`src/rtl/frame_trig_ctrl.sv`:
```
// Frame counter on vsync falling edges plus CHANNELS programmable capture windows.
// Define FRAME_TRIG_REPEAT_EN to re-arm each window every PERIOD frames.
module frame_trig_ctrl #(
  parameter int unsigned CHANNELS = 2,
  parameter int unsigned FW       = 32,
  parameter int unsigned LW       = 16,
  parameter int unsigned PERIOD   = 0
) (
  input  logic                   clk,
  input  logic                   rst,
  input  logic                   vs,
  input  logic                   downloading,
  input  logic [CHANNELS-1:0]    enable,
  input  logic [CHANNELS*FW-1:0] start,
  input  logic [CHANNELS*LW-1:0] length,
  output logic [FW-1:0]          frame_cnt,
  output logic [CHANNELS-1:0]    active,
  output logic [CHANNELS-1:0]    on_pulse,
  output logic [CHANNELS-1:0]    off_pulse,
  output logic [CHANNELS-1:0]    done
);

  localparam logic [1:0] StIdle   = 2'd0;
  localparam logic [1:0] StArmed  = 2'd1;
  localparam logic [1:0] StActive = 2'd2;
  localparam logic [1:0] StDone   = 2'd3;

  localparam logic [FW-1:0] CntOne = FW'(1);
  localparam logic [LW-1:0] LenOne = LW'(1);

  logic          vs_q;
  logic          fe;
  logic [FW-1:0] cnt_q, cnt_d, cnt_inc;

  assign fe        = vs_q & ~vs;
  assign cnt_inc   = cnt_q + CntOne;
  assign frame_cnt = cnt_q;

  always_comb begin
    cnt_d = cnt_q;
    if (downloading) begin
      cnt_d = '0;
    end else if (fe) begin
      cnt_d = cnt_inc;
    end
  end

  always_ff @(posedge clk or posedge rst) begin
    if (rst) begin
      vs_q  <= 1'b1;
      cnt_q <= '0;
    end else begin
      vs_q  <= vs;
      cnt_q <= cnt_d;
    end
  end

`ifndef FRAME_TRIG_REPEAT_EN
  // PERIOD only matters in the repeating build.
  if (PERIOD != 0) begin : g_period_unused
  end
`endif

  for (genvar i = 0; i < CHANNELS; i++) begin : g_ch
    logic [1:0]    st_q, st_d;
    logic [FW-1:0] tgt_q, tgt_d;
    logic [LW-1:0] rem_q, rem_d;
    logic          on_q, on_d, off_q, off_d;
    logic [FW-1:0] ch_start;
    logic [LW-1:0] ch_len;
    logic          abort;
`ifdef FRAME_TRIG_REPEAT_EN
    logic          done_q, done_d;
`endif

    assign ch_start = start[i*FW +: FW];
    assign ch_len   = length[i*LW +: LW];
    // downloading outranks enable, which outranks a frame edge.
    assign abort    = downloading | ~enable[i];

    always_comb begin
      st_d  = st_q;
      tgt_d = tgt_q;
      rem_d = rem_q;
      on_d  = 1'b0;
      off_d = 1'b0;
`ifdef FRAME_TRIG_REPEAT_EN
      done_d = 1'b0;
`endif
      case (st_q)
        StIdle: begin
          if (enable[i] && !downloading) begin
            tgt_d = ch_start;
            if (ch_start == '0) begin
              st_d  = StActive;
              on_d  = 1'b1;
              rem_d = ch_len;
            end else begin
              st_d = StArmed;
            end
          end
        end
        StArmed: begin
          if (abort) begin
            st_d = StIdle;
          end else if (fe && (cnt_inc == tgt_q)) begin
            st_d  = StActive;
            on_d  = 1'b1;
            rem_d = ch_len;
          end
        end
        StActive: begin
          if (abort) begin
            st_d  = StIdle;
            off_d = 1'b1;
          end else if (fe) begin
            if (rem_q == LenOne) begin
              off_d = 1'b1;
              st_d  = StDone;
`ifdef FRAME_TRIG_REPEAT_EN
              if (PERIOD != 0) begin
                st_d   = StArmed;
                tgt_d  = tgt_q + FW'(PERIOD);
                done_d = 1'b1;
              end
`endif
            end else if (rem_q != '0) begin
              rem_d = rem_q - LenOne;
            end
          end
        end
        StDone: begin
          if (abort) begin
            st_d = StIdle;
          end
        end
        default: st_d = StIdle;
      endcase
    end

    always_ff @(posedge clk or posedge rst) begin
      if (rst) begin
        st_q  <= StIdle;
        tgt_q <= '0;
        rem_q <= '0;
        on_q  <= 1'b0;
        off_q <= 1'b0;
`ifdef FRAME_TRIG_REPEAT_EN
        done_q <= 1'b0;
`endif
      end else begin
        st_q  <= st_d;
        tgt_q <= tgt_d;
        rem_q <= rem_d;
        on_q  <= on_d;
        off_q <= off_d;
`ifdef FRAME_TRIG_REPEAT_EN
        done_q <= done_d;
`endif
      end
    end

    assign active[i]    = (st_q == StActive);
    assign on_pulse[i]  = on_q;
    assign off_pulse[i] = off_q;
`ifdef FRAME_TRIG_REPEAT_EN
    assign done[i]      = (st_q == StDone) | done_q;
`else
    assign done[i]      = (st_q == StDone);
`endif
  end

endmodule

```
`config.mk`:
```
export PLATFORM = sky130hd
export DESIGN_NAME = frame_trig_ctrl
export DESIGN_NICKNAME = d
export VERILOG_FILES = /design/src/rtl/frame_trig_ctrl.sv
export SDC_FILE = /design/constraint.sdc
export NUM_CORES = 1
export LEC_CHECK = 0
export ABC_AREA = 1
export ABC_CLOCK_PERIOD_IN_PS = 6000
export BUFFER_PORTS_ARGS = -buffer_cell sky130_fd_sc_hd__buf_2
export CORE_UTILIZATION = 50
export CTS_BUF_LIST = sky130_fd_sc_hd__clkbuf_16
export DETAILED_ROUTE_END_ITERATION = 12
export GPL_TIMING_DRIVEN = 0
export PLACE_DENSITY = 0.72
export SETUP_SLACK_MARGIN = 0.5
export SLEW_MARGIN = 20
export SYNTH_ARGS = -nofsm -noshare
export SYNTH_HDL_FRONTEND = slang
export SYNTH_SLANG_ARGS = --single-unit
```
`constraint.sdc`:
```
create_clock -name clk -period 6 [get_ports clk]
set_input_delay 1.2 -clock clk [delete_from_list [all_inputs] [get_ports clk]]
set_output_delay 1.2 -clock clk [all_outputs]
set_load 0.1 [all_outputs]
```
After elaboration in Yosys (flattened, before gate mapping)
Cells that the tools add are included.
{"block": "op_classes", "add_sub_neg": 3, "n_eq_ne": 34, "mux": 56, "bitwise_logic": 6, "n_reduce_logical": 20}
{"cell": "2-to-1 mux 16 bit", "count": 16}
{"cell": "case mux 16 bit (3 select lines)", "count": 2}
{"cell": "== test 32 bit", "count": 2}
{"cell": "zero test 32 bit", "count": 2}
{"cell": "2-to-1 mux 32 bit", "count": 2}
{"cell": "adder 32 x 1 -> 32 bit, second input constant", "count": 1}
{"cell": "== test 16 x 1 -> 1 bit, second input constant", "count": 2}
{"cell": "2-to-1 mux 2 bit", "count": 16}
{"cell": "nonzero test 16 bit", "count": 2}
{"cell": "subtractor 16 x 1 -> 16 bit, second input constant", "count": 2}
{"cell": "!= test 2 bit, second input constant", "count": 12}
{"cell": "AND reduction 9 bit", "count": 2}
{"cell": "2-to-1 mux 1 bit", "count": 16}
{"cell": "case mux 2 bit (4 select lines)", "count": 2}
{"cell": "!= test 2 x 1 -> 1 bit, second input constant", "count": 6}
{"cell": "!= test 3 x 1 -> 1 bit, second input constant", "count": 4}
{"cell": "AND reduction 5 bit", "count": 2}
{"cell": "== test 2 bit, second input constant", "count": 4}
{"cell": "!= test 3 bit, second input constant", "count": 2}
{"cell": "nonzero test 3 bit", "count": 2}
{"cell": "== test 2 x 1 -> 1 bit, second input constant", "count": 2}
{"cell": "logical AND 1 bit", "count": 4}
{"cell": "zero test 2 bit", "count": 2}
{"cell": "case mux 1 bit (2 select lines)", "count": 2}
{"cell": "6 further kinds", "count": 10}
{"block": "totals", "reg_bits": 137, "input_bits": 102, "output_inout_bits": 40, "wordCells": 131}

Depth between registers and ports, before layout
Gate-level depths: netlist of run 1.
{"block": "logic_depth", "word_depth": 6, "depth_mapped": 19, "depth_no_buf": 18}

Worst setup path after synthesis of run 1
Ideal clock, no wire load.
{"block": "synth_path", "kind": "reg-to-reg", "start": "register cnt_q[0] (netlist: frame_cnt[0])", "end": "register g_ch[1].rem_q[6]", "setup_time_ns": 0.117, "arrival_time_ns": 2.994, "t_required_ns": 5.883, "slack_ns": 2.889, "stages_incl_launch_ff": 18, "path_buffers": 1, "synth_period_minus_slack_ns": 3.111, "path_cell_list": "dfrtp_1 -> ha_1 -> nand2_2 -> nor2_8 -> nand2_4 -> nor2_4 -> nand3_1 -> nand3_1 -> nand2_1 -> nor2_1 -> nand2_1 -> nor2_1 -> nand3_2 -> nand2_4 -> nand2_4 -> buf_6 -> nand2_1 -> nand2_1"}
{"block": "synth_via", "elab_chain_len": 5}
{"element": "from (decl)", "line": "33", "source": "logic [FW-1:0] cnt_q, cnt_d, cnt_inc;"}
{"element": "from (signal assigned)", "line": "54", "source": "cnt_q <= cnt_d;"}
{"element": "adder 32 x 1 -> 32 bit", "line": "36", "source": "assign cnt_inc = cnt_q + CntOne;"}
{"element": "== test 32 bit", "line": "106", "source": "end else if (fe && (cnt_inc == tgt_q)) begin"}
{"element": "logical AND 1 bit", "line": "106"}
{"element": "!= test 2 bit (no line)"}
{"element": "AND reduction 9 bit (no line)"}
{"element": "to (signal assigned)", "line": "154", "source": "rem_q <= rem_d;"}
{"element": "to (decl)", "line": "67", "source": "logic [LW-1:0] rem_q, rem_d;"}
Every way passes these cells.
A chain may end at the register's enable or synchronous reset.

Final worst setup path of run 1
{"block": "layout_path", "start": "input port start[41]", "end": "register g_ch[1].rem_q[0]"}
{"block": "layout_via", "elab_chain_len": 3}
{"element": "from (decl)", "line": "14", "source": "input logic [CHANNELS*FW-1:0] start,"}
{"element": "zero test 32 bit", "line": "94", "source": "if (ch_start == '0) begin"}
{"element": "!= test 2 bit (no line)"}
{"element": "AND reduction 9 bit (no line)"}
Every way passes these cells.

==> results of run 1 <==
==> metal layers <==
metal  global-route usage  up-vias  share of wire
met4                0.146        2          0.038
met2                0.510      362           0.47
met5                    0        -        0.00047
met3               0.0604       75          0.067
met1                0.424     4278           0.42
li1                     -     4582              -
==> area by class of cell <==
cell class,count,share of cell area
sequential,137,0.329
buffer,33,0.0155
multi-input combinational,1018,0.454
timing repair buffer,142,0.0703
clock buffer,17,0.0408
tap,225,0.0270
inverter,128,0.0468
clock inverter,15,0.0170
==> metrics by stage <==
stage	instances	hold WS [ps]	total power [mW]
2_1_floorplan	1316	442	2.60
3_3_place_gp	1682	458	3.00
3_5_place_dp	1683	463	3.03
4_1_cts	1715	477	4.12
5_1_grt	1715	493	4.43
6_report	1715	474	4.13
==> worst paths after layout <==
path,slack (ps),start,endpoint,depth (start not counted)
min in group asynchronous,730,rst,g_ch[1].rem_q[13],2
max,2490,start[41],g_ch[1].rem_q[0],9
max in group asynchronous,4490,rst,frame_cnt[9],3
min reg2reg,470,g_ch[0].rem_q[14],g_ch[0].rem_q[14],2
max reg2reg,2840,frame_cnt[0],g_ch[1].rem_q[15],17
min,470,g_ch[0].rem_q[14],g_ch[0].rem_q[14],2
==> worst max-delay path: cells and delay by family <==
kind / cells / cell delay (ps)
simple gates: 7 / 2140
buf+inv: 2 / 550
==> kinds of logic after synthesis <==
kind of cell	Yosys count
adder cells (fa/ha/maj)	5
buffers and inverters	161
flip-flops	137
AND/OR/NAND/NOR	861
XOR/XNOR	16
AO/OA/AOI/OAI	136
==> synthesized netlist by cell type, drive strengths merged <==
cell	count
a311oi	1
nand3	147
buf	8
dfrtp	136
a21boi	1
inv	128
nor3	6
nand3b	13
or2	2
a31oi	5
nand4	11
nor2	143
a211oi	2
ha	5
nand2	520
nor3b	1
o211ai	1
a21oi	21
o311ai	1
o22ai	23
a31o	1
o21ai	78
dfstp	1
a22oi	1
xnor3	2
xor2	11
o41ai	1
xnor2	3
clkbuf	25
nor4	18
==> power by group <==
part	internal, mW	switching, mW	total [mW]
logic	0.517	1.01	1.52
clock network	0.653	0.439	1.09
registers	1.25	0.265	1.52
total	2.42	1.71	4.13
==> flip-flops by register name, indices dropped and copies added (netlist names) <==
signal and cells:
g_ch.on_q 2, vs_q 1, g_ch.rem_q 32, frame_cnt 32, g_ch.off_q 2, g_ch.tgt_q 64
g_ch.st_q 4
==> out/metrics.yaml, run 1 <==
finalNetCount: 1584
cts.sinks: 137
max_stage_delay_ps: 650
max-clock-path-buffers: 2
cts_tree: "done"
dieArea_mm2: 0.0181
path_max_fanout: 10
hold_buffers: 0
ys_ff_latch: 137
die_height_um: 135
coreArea_mm2: 0.0172
cp.required_ps: 6380
syn_area_mm2: 0.00881
synthMuxAreaShare: 0
core.rowCount: 48
grt_pass1_wl_um: 44200
drive_gt1_frac: 0.152
ios: 142
syn_inst: 1316
fin_ws_ps: 2490
drc_errors: 0
rsz0062_at_grt: "false"
ctsHtreeMaxLevel: 4
cp_cell_sequence: "buf_2 > nor4_1 > nand4_1 > nor2_1 > nor2_1 > nor3_2 > clkbuf_1 > nand3_1 > nand2_1"
post_dp_cell_area_mm2: 0.00983
final_common_cell: "nand2_1"
synth_nets: 1423
totalNegativeSetupSlack_ps: 0
yosysWarnings: 0
synth.top_cell.area_share: 0.386
cp_slowest_cell: "nor4_1"
ff_latch_area_mm2: 0.00343
ir_drop_uv: 274
finalCritPeriodShare: 0.586
synth_top_cell_by_area: "dfrtp_1"
track_usage: 0.321
fill_cells: 1686
path_class: "in2reg"
num_vias: 9299
cap_violations: 0
outcome: "complete, no violations"
dpl.hpwl_um: 21100
grt_max_degree: 104
fin_util: 0.605
synth_compound_area_frac: 0.0844
root_buffer: "clkbuf_16"
finalWeightedCongestion: 0.936
setup_viol_count_final: 0
layout_common_cells: "nand2_1 (508), nand3_1 (141), buf_2 (141)"
antenna_cells: 0
post-place-ws_ps: 2140
fp.dieW_um: 135
max_freq_mhz: 285
drtPass1Iterations: 6
grt_pass1_vias: 8578
initial_core_util: 0.511
clock_skew_ps: 6.88
synthSimpleGateAreaFrac: 0.427
synthXorXnorAreaFrac: 0.0190
synth_fa_ha_area_frac: 0.00710
viasPerCell: 5.42
wire_per_inst_um: 16.2
synthToLayoutAreaGrowth_pct: 18.5
tightest_slew_ps: 1030
final_antenna_net_count: 0
crit_path_end_kind: "flop"
cp.arrival_ps: 3890
fin_area_mm2: 0.0104
cts_setup_buffers: 0
finalCriticalPeriod_ps: 3510
portBuffers: 141
critPathLaunchType: "input pin"
crit_path_frequent_cell: "nor2_1"
antenna_found_initial: 1
postSynthAreaPerCell_um2: 6.69
synth_top_family_by_area: "simple AND/OR/NAND/NOR gates"
ys_types: 42
p_leak_nw: 5.38
cts_buffers: 17
yosys-top-cells-area: "dfrtp_1 (39%), nand2_1 (22%), nand3_1 (8.0%), nor2_1 (5.4%), inv_1 (5.2%)"
multi_input_area_mm2: 0.00474
hp-class: "reg2reg"
drt_iter0_markers: 720
hold_violations: 0
clkTransAtPathRegs_ps: 60
routed_wl_um: 27800
seq_area_frac_synth: 0.389
slew_viol_final: 0
post_cts_resize_count: 0
grt_overflow: 0
cellPowerDensity_mw_per_mm2: 396
clk_latency_ps: 430
slew_headroom: 0.314
(Power assumes the default switching activity.)
==> run 2, diff against run 1 <==
Settings changed: ABC_CLOCK_PERIOD_IN_PS 6000 to 3200, PLACE_DENSITY 0.72 to 0.75.
Clock period 6 ns to 3.2 ns, I/O delays scaled along.
==> out/metrics.yaml, run 2 (synthesis results as in run 1) <==
outcome: "complete, no violations"
die_height_um: 135  # unchanged
antenna_found_initial: 0  # -1
holdWs_ps: 304  # -171 ps
crit_path_frequent_cell: "nand2_1"
layout_common_cells: "nand2_1 (489), buf_2 (139), nand3_1 (132)"
crit_path_end: "g_ch[0].rem_q[4]"
critPathLaunchType: "flop"
r2r_setup_slack_ps: 530  # -2310 ps
grt_pass1_wl_um: 44200  # about the same
grt_pass1_vias: 8707  # +1.5%
r2r_cells: 17  # unchanged
rr_endpoint: "g_ch[0].rem_q[4]"
slew_viol_final: 0  # unchanged
cp_cell_sequence: "ha_4 > nand2_8 > nor2_8 > nand2_4 > nor2_4 > nand3_2 > nand3_1 > nand2_1 > nor2_2 > nand2_1 > nor2_2 > nand3_2 > nand2_4 > nand2_8 > clkbuf_16 > nand2_1 > nand2_1"
rr_startpoint: "frame_cnt[0]"
ctsHtreeMaxLevel: 4  # unchanged
fp.dieW_um: 135  # unchanged
finalCriticalPeriod_ps: 2670
crit_path_end_kind: "flop"
drc_errors: 0  # unchanged
fill_cells: 1547  # -8.2%
tightest_slew_ps: 697  # -329 ps
fin_util: 0.643  # +0.0375
cts_tree: "done"
grt_overflow: 0  # unchanged
antenna_cells: 0  # unchanged
post-place-ws_ps: -57.1  # -2190 ps
setup_viol_count_final: 0  # unchanged
hp-class: "in2async"
p_leak_nw: 5.55  # +3.3%
place_inst: 1686  # +0.18%
path_max_fanout: 8  # -2
final_cells: 1741  # +1.5%
hold_buffers: 0  # unchanged
num_vias: 9697  # +4.3%
largest_register_ffs: 64  # unchanged
drt_iter0_markers: 682  # -5.3%
regMostFlops: "g_ch.tgt_q"
final_antenna_net_count: 0  # unchanged
cellPowerDensity_mw_per_mm2: 720  # +82%
max_freq_mhz: 374
cap_violations: 0  # unchanged
ir_drop_uv: 510  # +86%
wire_per_inst_um: 16.7  # +3.1%
cp.required_ps: 3530  # -2850 ps
root_buffer: "clkbuf_16"
cp_slowest_cell: "dfrtp_2"
coreArea_mm2: 0.0172  # unchanged
clock_skew_ps: 7.29  # +0.410 ps
core.rowCount: 48  # unchanged
rsz0062_at_grt: "true"
clk_latency_ps: 440  # about the same
cts_buffers: 17  # unchanged
crit_start: "frame_cnt[0]"
cp.arrival_ps: 3000  # -890 ps
viasPerCell: 5.57  # +2.7%
max-clock-path-buffers: 2  # unchanged
drtPass1Iterations: 5  # -1
synthToLayoutAreaGrowth_pct: 25.8
cts.sinks: 137  # unchanged
finalNetCount: 1610  # +1.6%
fin_ws_ps: 526  # -1960 ps
grt_max_degree: 35  # -66%
initial_core_util: 0.511  # unchanged
clkTransAtPathRegs_ps: 60  # about the same
total_power_mw: 7.98  # +93%
routed_wl_um: 29100  # +4.6%
finalWeightedCongestion: 0.998  # +6.7%
final_common_cell: "nand2_1"
ios: 142  # unchanged
dpl.hpwl_um: 21700  # +2.8%
finalCritPeriodShare: 0.836
ff_latch_area_mm2: 0.00346  # +0.84%
dieArea_mm2: 0.0181  # unchanged
slew_headroom: 0.535  # +0.222
path_class: "reg2reg"
max_stage_delay_ps: 410  # -240 ps
portBuffers: 141  # unchanged
track_usage: 0.320  # -0.000862
multi_input_area_mm2: 0.00506  # +6.8%
hold_violations: 0  # unchanged
drive_gt1_frac: 0.222  # +0.0706
[run 2: changes by cell type in the layout (fill, tap and decap cells not counted), sizes merged]
| cell | change |
|---|---|
| buf | +24 |
| clkbuf | +2 |
| clkinvlp | -1 |
| inv | +1 |
[run 2: worst min-delay path by stage]
stage / cells past startpoint / from / slack [ps] / to
CTS: 2 / rst / 310 / g_ch[0].tgt_q[1]
global route: 1 / vs / 310 / vs_q
detailed placement: 2 / g_ch[0].rem_q[14] / 460 / g_ch[0].rem_q[14]
finish: 2 / rst / 300 / g_ch[0].tgt_q[1]
global placement: 2 / g_ch[0].rem_q[14] / 460 / g_ch[0].rem_q[14]
floorplan: 2 / g_ch[0].rem_q[14] / 440 / g_ch[0].rem_q[14]
[run 2: layout make-up]
type	instances	area share
Clock inverter	15	0.0158
Inverter	128	0.0437
Clock buffer	17	0.0384
Timing Repair Buffer	168	0.0926
Multi-Input combinational cell	1018	0.456
Tap cell	225	0.0254
Buffer	33	0.0155
Sequential cell	137	0.312
[run 2: worst max-delay path: cells and delay by family, from the launching register on]
| kind | cells | cell delay (ps) |
|---|---|---|
| and+or+nand+nor | 15 | 1780 |
| DFF | 1 | 410 |
| adders and majority gates | 1 | 190 |
| buffers and inverters | 1 | 180 |
[run 2: what timing repair did]
action	CTS	global route
resized for setup	9	84
gates cloned	0	2
setup endpoints to repair	35	36
pin swaps	5	29
setup buffers	8	13
[run 2: per-stage QoR]
step	setup TNS (ps)	cell area, um2
final	0	11100
after global routing	0	11100
after CTS	0	10600
after detailed placement	-420	9930
after global placement	-19370	9840
after floorplan	0	8850
[run 2: power by group]
| part | internal (mW) | switching (mW) | leakage, nW |
|---|---|---|---|
| combinational | 1.07 | 1.99 | 3.55 |
| clock | 1.23 | 0.829 | 0.289 |
| sequential | 2.35 | 0.514 | 1.72 |
[run 2: metal layers]
metal | vias up | part of all wire | GRT usage
met5 | - | 0 | 0
met4 | 0 | 0.046 | 0.162
met3 | 89 | 0.075 | 0.0574
met2 | 463 | 0.48 | 0.532
met1 | 4520 | 0.40 | 0.399
li1 | 4625 | - | -
